[src/rtl/pcm_pkg.sv]
// pcm_pkg
// Shared types and helpers for the PCM frame packer.
//   packer_state_t    : frame FSM states (IDLE, HDR_SYNC, HDR_SEQ, DATA)
//   bytes_per_sample  : byte count of one sample of width w (w is a multiple of 8)
//   MAX_CH            : largest supported channel count
//   SYNC_DEFAULT      : default frame marker byte
package pcm_pkg;

    typedef enum logic [1:0] {
        IDLE     = 2'd0,
        HDR_SYNC = 2'd1,
        HDR_SEQ  = 2'd2,
        DATA     = 2'd3
    } packer_state_t;

    localparam int MAX_CH = 8;
    localparam logic [7:0] SYNC_DEFAULT = 8'hA5;

    function automatic int bytes_per_sample(input int w);
        return w / 8;
    endfunction

endpackage

[src/rtl/pcm_frame_packer.sv]
// pcm_frame_packer
// Packs one multi-channel PCM sample set into a framed byte stream for an
// 8-bit transmit FIFO. Frame = [SYNC_BYTE, seq] (when SYNC_EN) followed by
// each enabled channel in ascending order, little-endian.
// Ports:
//   clk, rst_n          : clock, asynchronous active-low reset
//   pcm_data_i          : channel c at [c*SAMPLE_WIDTH +: SAMPLE_WIDTH]
//   pcm_valid_i         : one-cycle strobe, all channels valid together
//   ch_enable_i         : channel mask, sampled with pcm_valid_i
//   fifo_full_i         : FIFO back-pressure
//   fifo_wr_en_o        : FIFO write strobe
//   fifo_write_data_o   : FIFO write byte
//   busy_o              : frame in progress
//   frame_count_o       : completed frames, wrapping
//   overrun_count_o     : samples dropped while busy, saturating
module pcm_frame_packer
    import pcm_pkg::*;
#(
    parameter int         NUM_CH       = 2,
    parameter int         SAMPLE_WIDTH = 16,
    parameter bit         SYNC_EN      = 1'b1,
    parameter logic [7:0] SYNC_BYTE    = SYNC_DEFAULT
) (
    input  logic                           clk,
    input  logic                           rst_n,
    input  logic [NUM_CH*SAMPLE_WIDTH-1:0] pcm_data_i,
    input  logic                           pcm_valid_i,
    input  logic [NUM_CH-1:0]              ch_enable_i,
    input  logic                           fifo_full_i,
    output logic                           fifo_wr_en_o,
    output logic [7:0]                     fifo_write_data_o,
    output logic                           busy_o,
    output logic [31:0]                    frame_count_o,
    output logic [15:0]                    overrun_count_o
);

    localparam int BPS   = bytes_per_sample(SAMPLE_WIDTH);
    localparam int IDX_W = $clog2(2 + NUM_CH * BPS);
    localparam int CH_W  = (NUM_CH > 1) ? $clog2(NUM_CH) : 1;
    localparam int DW    = NUM_CH * SAMPLE_WIDTH;
    localparam int SEL_W = $clog2(DW);

    packer_state_t     r_state;
    packer_state_t     w_nextState;
    logic [DW-1:0]     r_frameData;
    logic [NUM_CH-1:0] r_mask;
    logic [CH_W-1:0]   r_ch;
    logic [IDX_W-1:0]  r_byteIdx;
    logic [7:0]        r_seq;
    logic [31:0]       r_frameCount;
    logic [15:0]       r_overrunCount;

    logic [CH_W-1:0]   w_firstCh;
    logic              w_firstFound;
    logic [CH_W-1:0]   w_nextCh;
    logic              w_nextFound;
    logic [SEL_W-1:0]  w_bitSel;
    logic [7:0]        w_dataByte;
    logic              w_busy;
    logic              w_wrEn;
    logic              w_capture;
    logic              w_lastSampleByte;
    logic              w_frameDone;
    logic              w_strobe;

    // Channel search: the lowest enabled channel of the incoming mask starts a
    // frame, and the next enabled channel above the current one continues it.
    always_comb begin
        w_firstCh    = '0;
        w_firstFound = 1'b0;
        w_nextCh     = '0;
        w_nextFound  = 1'b0;
        for (int c = 0; c < NUM_CH; c++) begin
            if (ch_enable_i[c] && !w_firstFound) begin
                w_firstCh    = CH_W'(c);
                w_firstFound = 1'b1;
            end
            if (r_mask[c] && (c > int'(r_ch)) && !w_nextFound) begin
                w_nextCh    = CH_W'(c);
                w_nextFound = 1'b1;
            end
        end
    end

    // Handshake and frame bookkeeping. A frame ends on the write of the last
    // byte of the last enabled channel.
    always_comb begin
        w_busy           = (r_state != IDLE);
        w_wrEn           = w_busy & ~fifo_full_i;
        w_strobe         = pcm_valid_i & (|ch_enable_i);
        w_capture        = (r_state == IDLE) & w_strobe;
        w_lastSampleByte = (r_byteIdx == IDX_W'(BPS - 1));
        w_frameDone      = (r_state == DATA) & w_wrEn & w_lastSampleByte & ~w_nextFound;
        w_bitSel         = SEL_W'((int'(r_ch) * BPS + int'(r_byteIdx)) * 8);
        w_dataByte       = r_frameData[w_bitSel +: 8];
    end

    // Frame state register.
    always_ff @(posedge clk or negedge rst_n) begin
        if (!rst_n) begin
            r_state <= IDLE;
        end else begin
            r_state <= w_nextState;
        end
    end

    // Next state and output byte. Header states only advance on an accepted
    // write, so back-pressure simply freezes the current byte on the bus.
    always_comb begin
        w_nextState       = r_state;
        fifo_write_data_o = 8'h00;
        case (r_state)
            IDLE: begin
                if (w_capture) begin
                    w_nextState = SYNC_EN ? HDR_SYNC : DATA;
                end
            end
            HDR_SYNC: begin
                fifo_write_data_o = SYNC_BYTE;
                if (w_wrEn) begin
                    w_nextState = HDR_SEQ;
                end
            end
            HDR_SEQ: begin
                fifo_write_data_o = r_seq;
                if (w_wrEn) begin
                    w_nextState = DATA;
                end
            end
            DATA: begin
                fifo_write_data_o = w_dataByte;
                if (w_frameDone) begin
                    w_nextState = IDLE;
                end
            end
            default: begin
                w_nextState = IDLE;
            end
        endcase
    end

    // Frame registers, byte walker and counters. Strobes arriving while a frame
    // is in flight (including its final byte cycle) are dropped and counted.
    always_ff @(posedge clk or negedge rst_n) begin
        if (!rst_n) begin
            r_frameData    <= '0;
            r_mask         <= '0;
            r_ch           <= '0;
            r_byteIdx      <= '0;
            r_seq          <= 8'h00;
            r_frameCount   <= 32'd0;
            r_overrunCount <= 16'd0;
        end else begin
            if (w_capture) begin
                r_frameData <= pcm_data_i;
                r_mask      <= ch_enable_i;
                r_ch        <= w_firstCh;
                r_byteIdx   <= '0;
            end else if ((r_state == DATA) && w_wrEn) begin
                if (w_lastSampleByte) begin
                    r_byteIdx <= '0;
                    if (w_nextFound) begin
                        r_ch <= w_nextCh;
                    end
                end else begin
                    r_byteIdx <= r_byteIdx + 1'b1;
                end
            end
            if (w_frameDone) begin
                r_frameCount <= r_frameCount + 32'd1;
                r_seq        <= r_seq + 8'd1;
            end
            if (w_strobe && w_busy && (r_overrunCount != 16'hFFFF)) begin
                r_overrunCount <= r_overrunCount + 16'd1;
            end
        end
    end

    assign fifo_wr_en_o    = w_wrEn;
    assign busy_o          = w_busy;
    assign frame_count_o   = r_frameCount;
    assign overrun_count_o = r_overrunCount;

endmodule

[config.mk]
export PLATFORM = sky130hd
export DESIGN_NAME = pcm_frame_packer
export DESIGN_NICKNAME = d
export VERILOG_FILES = /design/src/rtl/pcm_pkg.sv /design/src/rtl/pcm_frame_packer.sv
export SDC_FILE = /design/constraint.sdc
export NUM_CORES = 1
export LEC_CHECK = 0
export BUFFER_PORTS_ARGS = -buffer_cell sky130_fd_sc_hd__buf_2
export CAP_MARGIN = 40
export CORE_ASPECT_RATIO = 1.4
export CORE_MARGIN = 4
export CORE_UTILIZATION = 50
export DETAILED_ROUTE_END_ITERATION = 10
export HOLD_SLACK_MARGIN = 0.1
export PLACE_DENSITY_LB_ADDON = 0.1
export SYNTH_ARGS = -nofsm -noshare
export SYNTH_HDL_FRONTEND = slang
export SYNTH_SLANG_ARGS = --single-unit
export TNS_END_PERCENT = 5
[constraint.sdc]
create_clock -name clk -period 2 [get_ports clk]
set_clock_uncertainty 0.05 [all_clocks]
set_input_delay 0.4 -clock clk [delete_from_list [all_inputs] [get_ports clk]]
set_output_delay 0.4 -clock clk [all_outputs]
set_load 0.01 [all_outputs]
; After elaboration in Yosys (flattened, before gate mapping)
; Cells that the tools add are included.
[totals]
ff_bits = 96
out_inout_bits = 58
in_bits = 38
[classes]
n_reduce_logical = 14
shift = 1
addsub = 5
bitwise_logic = 8
muxes = 16
eq_ne = 9
order_cmp = 1
[op_table]
columns = op, count
row1 = $add 32x1->32 const B, 1
row2 = $shiftx 32x6->8, 1
row3 = $pmux 8 s3, 1
row4 = $add 16x1->16 const B, 1
row5 = $ne 16x16->1 const B, 1
row6 = $mux 3, 3
row7 = $add 8x1->8 const B, 1
row8 = $mux 2, 4
row9 = $ne 2x2->1 const B, 4
row10 = $pmux 2 s4, 1
row11 = $reduce_bool 2->1, 4
row12 = $mux 1, 7
row13 = $and 1x1->1, 6
row14 = $logic_and 1x1->1, 5
row15 = $eq 2x2->1 const B, 2
row16 = $reduce_and 4->1, 1
row17 = $add 3x1->3 const B, 1
row18 = $eq 3x1->1 const B, 1
row19 = $reduce_and 3->1, 1
row20 = $add 2x2->2, 1
row21 = $eq 2x1->1 const B, 1
row22 = $logic_not 2->1, 1
row23 = $not 1->1, 2
row24 = $reduce_or 2->1, 1
row25 = 2 further kinds, 2

; Logic depth before layout (Yosys ltp)
; Gate-level depths: netlist of the first run.
[depth]
word_depth = 7
ltp_mapped = 9

; Worst setup path before layout of the first run
; OpenSTA, ideal clock, no wires.
[synth_path]
kind = reg-to-reg
startpoint = reg r_state[1]
endpoint = reg r_state[1]
synth_period_minus_slack_ns = 1.959
path_buffers = 2
arrival_time_ns = 1.782
slack_ns = 0.041
path_stages_with_launch = 9
cell_sequence = dfrtp_1 > inv_1 > ha_1 > buf_4 > nor2_2 > buf_4 > nor2_1 > a221o_1 > mux2_1
[synth_via]
elab_chain_cells = 7
elab_cells_between_ends = 16
[synth_rtl]
columns = item, line_no
row1 = "start, declared", pcm_frame_packer.sv:43  ; packer_state_t r_state;
row2 = "start signal, assigned", pcm_frame_packer.sv:103  ; r_state <= w_nextState;
row3 = $reduce_bool 2->1 *, pcm_frame_packer.sv:88  ; w_busy = (r_state != IDLE);
row4 = $and 1x1->1 *, pcm_frame_packer.sv:89  ; w_wrEn = w_busy & ~fifo_full_i;
row5 = net fifo_wr_en_o, pcm_frame_packer.sv:30  ; output logic fifo_wr_en_o,
row6 = $and 1x1->1 (3 in a row), pcm_frame_packer.sv:93  ; w_frameDone = (r_state == DATA) & w_wrEn & w_lastSampleByte & ~w_nextFound;
row7 = $ne 2x2->1 (no line), -
row8 = $reduce_and 4->1 (no line) *, -
; Mark *: on every way through the listed nets, which the timed path passes. The rest lies on a longest branch.
; A chain may end at the register's enable or synchronous reset.

; Worst setup path after layout of the first run
[layout_path]
startpoint = reg r_byteIdx[0]
endpoint = out fifo_write_data_o[1]
[layout_via]
elab_chain_cells = 3
[layout_rtl]
columns = item, line_no
row1 = "start, declared", pcm_frame_packer.sv:48  ; logic [IDX_W-1:0] r_byteIdx;
row2 = "start signal, assigned", pcm_frame_packer.sv:166  ; r_byteIdx <= r_byteIdx + 1'b1;
row3 = $add 2x2->2, pcm_frame_packer.sv:94  ; w_bitSel = SEL_W'((int'(r_ch) * BPS + int'(r_byteIdx)) * 8);
row4 = $shiftx 32x6->8, pcm_frame_packer.sv:95  ; w_dataByte = r_frameData[w_bitSel +: 8];
row5 = $pmux 8 s3, pcm_frame_packer.sv:112  ; case (r_state)
row6 = "end, declared", pcm_frame_packer.sv:31  ; output logic [7:0] fifo_write_data_o,
; Every way passes these cells.

==> impl_metrics.json, run 1 <==
{
  "numCtsBuffers": 9,
  "row_count": 41,
  "synth_warnings": 0,
  "setup_viol": 8,
  "wl_per_cell_um": 15.5,
  "grtUsageTotal_pct": 20.6,
  "stdcell_count": 674,
  "hp-class": "input port to flop",
  "synth_cell_types": 43,
  "finalHoldViolations": 0,
  "syn_inst": 453,
  "synth_edf_count": 0,
  "timing.rr.start": "r_byteIdx[0]$_DFFE_PN0P_",
  "drv_cap": 0,
  "netlist_area_mm2": 0.00466,
  "routed_via_density": 5.42,
  "die_area_mm2": 0.0109,
  "setup.worst_path.start_class": "flop",
  "dr.first_iter.drc_count": 135,
  "die_h_um": 122,
  "fin_ws_ns": -0.235,
  "critPathKind": "flop to primary output",
  "cts_tree": "done",
  "crit_path_end_kind": "primary output",
  "min_from": "pcm_data_i[15]",
  "cts_num_sinks": 95,
  "tightest_slew_ns": 0.433,
  "syn_area_per_cell_um2": 10.3,
  "ios": 96,
  "fmax_ghz": 0.447,
  "htreeDepth": 3,
  "cts.path.max_buffers": 2,
  "drtPass1Iterations": 4,
  "grt_pass1_vias": 3744,
  "core_area_mm2": 0.00908,
  "critical_path_arrival_ns": 1.78,
  "slowest_delay_ns": 0.49,
  "fin_crit_ns": 2.23,
  "whs_ns": 0.202,
  "power.total_uw": 6730,
  "leakage_uw": 0.00299,
  "nNetsFinal": 607,
  "syn_to_final_growth_pct": 25.4,
  "grt_max_degree": 38,
  "portBuffers": 95,
  "post-place-cells": 654,
  "run_status": "complete, but fails checks",
  "ir_worst_vdd_mv": 0.736,
  "diodes": 0,
  "violations": "setup timing",
  "start_util_pct": 51.3,
  "gp_congestion": 0.835,
  "cts_root_buffer": "clkbuf_16",
  "post-dp-hpwl_mm": 7.55,
  "drive_gt1_share_pct": 30.3,
  "totalWireLength_mm": 10.4,
  "num_vias": 3650,
  "setup.worst_path.start": "r_byteIdx[0]$_DFFE_PN0P_",
  "clk_pin_slew_ns": 0.06,
  "drc": 0,
  "synth_nets": 498,
  "timing.final.crit_share_pct": 112,
  "synth-seq-cells": 95,
  "synth_seq_area_share_pct": 51.0,
  "cp_cell_sequence": "buf_12, buf_16, mux4_2, a22oi_2, nor2_2, buf_2",
  "drv_slew": 0,
  "ant_nets": 0,
  "synth-main-ff-cell": "dfrtp_1",
  "critPathMaxFanout": 5,
  "rsz0062_at_grt": "true",
  "cp_slowest_cell": "mux4_2",
  "grt_pass1_wl_mm": 17.6,
  "antenna_found_initial": 0,
  "die_w_um": 89.6,
  "gr-total-overflow": 0,
  "powerDensity_mw_per_mm2": 1150,
  "max_slew_margin_pct": 71.1,
  "async_flop_share_pct": 100,
  "clk_latency_ns": 0.33,
  "cp.required_ns": 1.55
}
==> per-layer routing <==
metal	wire length [um]	track usage, %	up-vias
met1	4280	24.9	1764
met3	490	3.18	16
met4	248	9.68	0
met2	5390	35.2	95
met5	0	0	-
li1	-	-	1775
==> through the flow <==
step | utilization, % | instance area [um2] | setup TNS (ns) | setup slack [ns]
2_1_floorplan | - | 4660 | 0 | 0.0408
3_3_place_gp | 59.0 | 5360 | 0 | 0.111
3_5_place_dp | 59.0 | 5360 | 0 | 0.0189
4_1_cts | 63.7 | 5780 | -1.90 | -0.264
5_1_grt | 64.3 | 5840 | -2.82 | -0.345
6_report | 64.3 | 5840 | -1.79 | -0.235
==> what timing repair did <==
action / CTS / global route
hold endpoints to repair: 24 / 0
endpoints found under the setup margin: 10 / 19
buffers inserted: 2 / 0
pin swaps: 8 / 3
cloned: 1 / 0
gates resized for setup: 11 / 11
hold buffers: 1 / 0
==> final cells by class <==
cell class | count | area [um2]
clock buffers | 13 | 260
repair buffers | 117 | 736
well taps | 107 | 134
multi-input cells | 331 | 2240
flip-flops and latches | 95 | 2380
fillers | 768 | 3240
inverters | 8 | 30.0
clock inverters | 3 | 65.1
==> worst max-delay path: cells and delay by family, from the launching register on <==
kind	cells	cell delay, ns
AO/OA/AOI/OAI	1	0.15
buffers and inverters	3	0.34
flip-flops	1	0.41
multiplexers	1	0.49
AND/OR/NAND/NOR	1	0.05
==> where the power goes <==
group / total (uW) / internal [uW] / leakage, uW / switching (uW)
logic: 2170 / 1020 / 0.00160 / 1140
registers: 2710 / 2370 / 0.00124 / 338
clock network: 1850 / 1160 / 0.000160 / 689
total: 6730 / 4560 / 0.00299 / 2170
==> cell families after synthesis <==
kind of cell               Yosys count  synth area share (%)
buffers and inverters               27                  2.66
muxes                               15                  5.67
xor gates and xnor gates            51                  9.59
and+or+nand+nor                    241                  26.6
DFF                                 95                  51.0
AOI/OAI and AO/OA                   17                  2.53
adders and majority gates            7                  1.88
==> registers in the layout (all words and copies together), names as in the netlist <==
name	cells
r_ch	1
frame_count_o	32
r_seq	8
r_state	2
r_mask	1
r_byteIdx	3
overrun_count_o	16
r_frameData	32
==> cells in the mapped netlist, types with 3 or more instances <==
cell type / n / area, um2
a22oi_1: 4 / 30.0
buf_4: 4 / 30.0
inv_1: 7 / 26.3
dfrtp_1: 95 / 2380
nor3_2: 7 / 70.1
clkbuf_1: 8 / 30.0
mux4_2: 6 / 135
nor4_1: 3 / 18.8
xor2_1: 24 / 210
nand4_1: 19 / 119
ha_1: 7 / 87.6
nor3_1: 7 / 35.0
a31oi_1: 6 / 37.5
mux2_2: 3 / 33.8
buf_2: 6 / 30.0
nand3_1: 24 / 120
and3_1: 12 / 75.1
nor2_1: 15 / 56.3
and4_1: 9 / 78.8
nand2_1: 128 / 480
xnor2_1: 27 / 236
nor4_2: 6 / 75.1
==> placed cells by master, fill, tap and decap left out, drive strengths merged, types with 5 or more instances in the layout <==
cell type / instances
dfrtp: 95
buf: 116
nand3: 25
and3: 12
nand4: 21
and4: 9
xor2: 24
xnor2: 27
nand2: 128
mux2: 5
nor4: 10
clkbuf: 13
a31oi: 6
ha: 7
inv: 7
nor2: 16
nor3: 14
mux4: 8
==> path summary, 6_finish.rpt <==
check	to	slack [ns]	cells past startpoint
setup / recovery	fifo_write_data_o[1]	-0.23	6
hold / removal	r_frameData[15]$_DFFE_PN0P_	0.20	3
setup reg to reg	r_state[1]$_DFFE_PN0P_	0.03	7
hold reg to reg	frame_count_o[31]$_DFFE_PN0P_	0.41	1
max in group asynchronous	r_byteIdx[0]$_DFFE_PN0P_	0.89	3
min in group asynchronous	frame_count_o[12]$_DFFE_PN0P_	0.47	2
(Power assumes the default switching activity.)
==> run 2, diff against run 1 <==
--- a/config.mk
+++ b/config.mk
@@ -9,7 +9,7 @@
 export CAP_MARGIN = 40
 export CORE_ASPECT_RATIO = 1.4
 export CORE_MARGIN = 4
-export CORE_UTILIZATION = 50
+export CORE_UTILIZATION = 48
 export DETAILED_ROUTE_END_ITERATION = 10
 export HOLD_SLACK_MARGIN = 0.1
 export PLACE_DENSITY_LB_ADDON = 0.1
==> impl_metrics.json, run 2 (synthesized netlist as in run 1, its figures left out) <==
{
  "run_status": "complete, but fails checks",
  "violations": "setup timing",
  "syn_to_final_growth_pct": 24.8,
  "hold_end": "r_frameData[22]$_DFFE_PN0P_",
  "critPathMaxFanout": 7,
  "crit_buf_inv": 2,
  "start_util_pct": 49.2,
  "die_h_um": 125,
  "rsz0062_at_grt": "true",
  "core_area_mm2": 0.00946,
  "slowest_delay_ns": 0.55,
  "final_cell_mix": "nand2_1, dfrtp_1, buf_2",
  "setup.worst_path.start_class": "flop",
  "grt_pass1_wl_mm": 17.7,
  "use_met2_pct": 32.1,
  "die_w_um": 91.2,
  "cts_tree": "done",
  "critical_path_arrival_ns": 1.77,
  "antenna_found_initial": 0,
  "crit_path_end_kind": "primary output",
  "drtPass1Iterations": 4,
  "crit_family": "multiplexers",
  "timing.final.crit_share_pct": 111,
  "drv_slew": 0,
  "routed_via_density": 5.39,
  "die_area_mm2": 0.0114,
  "critPathKind": "flop to primary output",
  "diodes": 0,
  "grt_max_degree": 96,
  "clk_latency_ns": 0.34,
  "timing.rr.end": "r_state[1]$_DFFE_PN0P_",
  "num_vias": 3672,
  "grtUsageTotal_pct": 19.1,
  "power.total_uw": 6710,
  "totalWireLength_mm": 10.3,
  "htreeDepth": 3,
  "whs_path_depth": 3,
  "clk_pin_slew_ns": 0.06,
  "fin_crit_ns": 2.22,
  "grt_pass1_vias": 3758,
  "fillers": 818,
  "met1_usage_pct": 24.0,
  "gp_congestion": 0.865,
  "cp_slowest_cell": "mux4_1",
  "top_usage_layer": "met2",
  "portBuffers": 95,
  "finalHoldViolations": 0,
  "post-dp-hpwl_mm": 7.41,
  "cp_cell_sequence": "buf_12, mux4_1, nand2_1, a31oi_1, buf_2",
  "r2r_setup_slack_ns": 0.13,
  "tightest_slew_ns": 0.509,
  "reg2regPathDepth": 7,
  "cts_num_sinks": 95,
  "timing.rr.start": "r_state[0]$_DFFE_PN0P_",
  "ios": 96,
  "setup_viol": 8,
  "ir_worst_vdd_mv": 0.699,
  "powerDensity_mw_per_mm2": 1160,
  "final_common_cell": "nand2_1",
  "gr-total-overflow": 0,
  "dr.first_iter.drc_count": 146,
  "cts_root_buffer": "clkbuf_16",
  "wl_per_cell_um": 15.2,
  "hp-class": "input port to flop",
  "cp.required_ns": 1.55,
  "ant_nets": 0,
  "drc": 0,
  "max_slew_margin_pct": 66.1,
  "leakage_uw": 0.00297,
  "fin_ws_ns": -0.222,
  "min_from": "pcm_data_i[22]",
  "numCtsBuffers": 9,
  "drv_cap": 0,
  "place_ws_ns": 0.0366,
  "row_count": 42,
  "nNetsFinal": 611,
  "drive_gt1_share_pct": 30.8,
  "fmax_ghz": 0.450,
  "met3_usage_pct": 3.81,
  "cts.path.max_buffers": 2
}
==> run 2: final cells by class <==
class | count | area [um2] | area share, %
well taps | 110 | 138 | 2.37
multi-input cells | 331 | 2200 | 37.9
flip-flops and latches | 95 | 2380 | 40.9
repair buffers | 121 | 733 | 12.6
inverters | 8 | 30.0 | 0.517
clock inverters | 2 | 35.0 | 0.603
clock buffers | 14 | 294 | 5.06
==> run 2: worst max-delay path by stage <==
stage,startpoint,end,slack [ns],cells past startpoint
2_1_floorplan,r_state[1]$_DFFE_PN0P_,r_state[1]$_DFFE_PN0P_,0.04,8
4_1_cts,r_byteIdx[0]$_DFFE_PN0P_,fifo_write_data_o[7],-0.24,5
3_3_place_gp,r_state[0]$_DFFE_PN0P_,r_state[1]$_DFFE_PN0P_,0.10,7
5_1_grt,r_state[0]$_DFFE_PN0P_,fifo_write_data_o[7],-0.33,5
6_report,r_byteIdx[0]$_DFFE_PN0P_,fifo_write_data_o[7],-0.22,5
3_5_place_dp,r_state[0]$_DFFE_PN0P_,frame_count_o[17]$_DFFE_PN0P_,0.04,7
==> run 2: report_power, final <==
| part | switching (uW) | leakage, uW | total [uW] | internal (uW) |
|---|---|---|---|---|
| clock network | 711 | 0.000165 | 1850 | 1140 |
| logic | 1150 | 0.00157 | 2180 | 1030 |
| registers | 321 | 0.00124 | 2690 | 2370 |
| total | 2180 | 0.00297 | 6710 | 4530 |
==> run 2: metrics by stage <==
step | std cells | hold WS [ns] | TNS (ns) | util (%) | area [um2]
after floorplan | 453 | 0.0544 | 0 | - | 4660
after global placement | 660 | 0.403 | 0 | 56.8 | 5370
after detailed placement | 660 | 0.403 | 0 | 56.8 | 5370
after CTS | 681 | 0.191 | -1.76 | 61.1 | 5780
after global routing | 681 | 0.201 | -2.53 | 61.4 | 5810
final | 681 | 0.199 | -1.59 | 61.4 | 5810
==> run 2: what timing repair did <==
item,CTS,global route
cloned,1,0
hold buffers,1,0
setup endpoints to repair,9,18
resized for setup,7,8
hold endpoints to repair,71,0
pin swaps,4,4
setup buffers,3,0
==> run 2: worst reg2reg max path, cell delays in order, from the launching register on <==
cell and delay (ns):
dfrtp_1 0.40, inv_1 0.10, ha_2 0.23, nor2_4 0.16, buf_4 0.16, nor2_1 0.04, a221o_1 0.29, mux2_1 0.32
==> run 2: metal layers <==
| layer | share of wire (%) | wire length [um] |
|---|---|---|
| met5 | 0 | 0 |
| met2 | 51 | 5250 |
| met1 | 43 | 4390 |
| met4 | 1.9 | 192 |
| met3 | 4.8 | 495 |
==> run 3, diff against run 2 <==
--- a/config.mk
+++ b/config.mk
@@ -10,6 +10,7 @@
 export CORE_ASPECT_RATIO = 1.4
 export CORE_MARGIN = 4
 export CORE_UTILIZATION = 48
+export CTS_BUF_LIST = sky130_fd_sc_hd__clkbuf_16
 export DETAILED_ROUTE_END_ITERATION = 10
 export HOLD_SLACK_MARGIN = 0.1
 export PLACE_DENSITY_LB_ADDON = 0.1
==> constraint.sdc (replaced) <==
create_clock -name clk -period 2 [get_ports clk]
set_clock_uncertainty 0.05 [all_clocks]
set_input_delay 0.4 -clock clk [delete_from_list [all_inputs] [get_ports clk]]
set_output_delay 0.4 -clock clk [all_outputs]
set_load 0.005 [all_outputs]
==> impl_metrics.json, run 3 (synthesized netlist as in run 1, its figures left out) <==
{
  "run_status": "complete, but fails checks",
  "violations": "setup timing",
  "fin_util_pct": 61.1,
  "cts_root_buffer": "clkbuf_16",
  "grt_pass1_wl_mm": 17.5,
  "crit_path_end_kind": "primary output",
  "multi_input_area_mm2": 0.00222,
  "ff_latch_area_mm2": 0.00238,
  "p_sw_share_pct": 31.9,
  "htreeDepth": 3,
  "clk_latency_ns": 0.34,
  "critPathMaxFanout": 8,
  "rsz0062_at_grt": "true",
  "powerDensity_mw_per_mm2": 1120,
  "die_area_mm2": 0.0114,
  "grt_pass1_vias": 3667,
  "fin_ws_ns": -0.195,
  "hp-class": "input port to flop",
  "dr.first_iter.drc_count": 160,
  "wl_per_cell_um": 15.2,
  "clk_pin_slew_ns": 0.06,
  "fin_crit_ns": 2.19,
  "drive_gt1_share_pct": 30.8,
  "critical_path_arrival_ns": 1.74,
  "max_slew_margin_pct": 74.8,
  "pwr-share-seq_pct": 41.6,
  "final_common_cell": "nand2_1",
  "timing.rr.start": "r_state[0]$_DFFE_PN0P_",
  "fmax_ghz": 0.456,
  "antenna_found_initial": 0,
  "cts.path.max_buffers": 2,
  "grt_max_degree": 38,
  "start_util_pct": 49.2,
  "internal_power_uw": 4430,
  "drv_cap": 0,
  "critPathKind": "flop to primary output",
  "setup_viol": 8,
  "numCtsBuffers": 9,
  "setup.worst_path.start_class": "flop",
  "die_w_um": 91.2,
  "setup.worst_path.start": "r_ch$_DFFE_PN0P_",
  "num_vias": 3615,
  "ios": 96,
  "die_h_um": 125,
  "drtPass1Iterations": 6,
  "diodes": 0,
  "stdcell_count": 679,
  "syn_to_final_growth_pct": 24.1,
  "totalWireLength_mm": 10.3,
  "clkPwrFrac_pct": 27.0,
  "fillers": 849,
  "drv_slew": 0,
  "cp.required_ns": 1.55,
  "cts_num_sinks": 95,
  "ir_worst_vdd_mv": 0.674,
  "tightest_slew_ns": 0.376,
  "gr-total-overflow": 0,
  "timing.final.crit_share_pct": 110,
  "post-dp-hpwl_mm": 7.52,
  "pwr-share-comb_pct": 31.5,
  "whs_ns": 0.197,
  "gp_congestion": 0.845,
  "cts_tree": "done",
  "leakage_uw": 0.00295,
  "finalHoldViolations": 0,
  "min_from": "pcm_data_i[28]",
  "grtUsageTotal_pct": 18.8,
  "core_area_mm2": 0.00946,
  "routed_via_density": 5.32,
  "drc": 0,
  "post-place-cells": 659,
  "final_cell_mix": "nand2_1, dfrtp_1, buf_2",
  "nNetsFinal": 610,
  "row_count": 42,
  "ant_nets": 0,
  "portBuffers": 95,
  "p_switching_uw": 2070
}
-- run 3: layout make-up --
cell class | instances | share of cell area, %
Inverter | 8 | 0.519
Sequential cell | 95 | 41.1
Clock buffer | 9 | 3.90
Clock inverter | 6 | 1.34
Timing Repair Buffer | 120 | 12.3
Tap cell | 110 | 2.38
Multi-Input combinational cell | 331 | 38.4
-- run 3: path summary, 6_finish.rpt --
path	cells after the start	to	slack (ns)
worst max-delay path	6	fifo_write_data_o[2]	-0.19
worst min-delay path	3	r_frameData[28]$_DFFE_PN0P_	0.20
worst max register to register	7	r_state[1]$_DFFE_PN0P_	0.06
worst min register to register	1	frame_count_o[31]$_DFFE_PN0P_	0.41
max in group asynchronous	3	overrun_count_o[15]$_DFFE_PN0P_	0.91
min in group asynchronous	2	frame_count_o[10]$_DFFE_PN0P_	0.47
-- run 3: per-stage QoR --
| step | power [uW] | setup TNS [ns] | setup slack (ns) | cell area (um2) |
|---|---|---|---|---|
| detailed placement | 4620 | -0.00890 | -0.00890 | 5370 |
| global placement | 4560 | 0 | 0.0832 | 5370 |
| finish | 6500 | -1.42 | -0.195 | 5780 |
| CTS | 6510 | -1.51 | -0.217 | 5720 |
| global route | 6960 | -2.50 | -0.315 | 5780 |
| floorplan | 3900 | 0 | 0.0542 | 4660 |
-- run 3: timing repair --
action,in CTS,in global routing
pin swaps,10,1
setup buffers,3,1
hold endpoints to repair,25,0
gates resized for setup,9,10
hold buffers,1,0
endpoints found under the setup margin,11,24
gates cloned,0,0
-- run 3: routing by layer --
metal	up-vias	wire, um	global-route usage, %	part of all wire (%)
met4	0	117	6.39	1.1
met1	1751	4400	23.8	43
met2	72	5360	31.8	52
met3	10	408	4.05	4.0
li1	1782	-	-	-
met5	-	0	0	0
-- run 3: power groups by stage --
stage / Combinational, uW / Sequential [uW] / Clock [uW]
after global placement: 1850 / 2710 / 0
after CTS: 2000 / 2700 / 1820
after global routing: 2300 / 2760 / 1890
after floorplan: 1240 / 2660 / 0
after detailed placement: 1890 / 2730 / 0
final: 2050 / 2700 / 1750
-- run 3: critical path, cell delays in order, from the launching register on --
cell     delay (ns)
dfrtp_1        0.40
xor2_1         0.16
buf_4          0.20
mux4_2         0.33
nand2_2        0.08
a31oi_2        0.10
buf_2          0.14
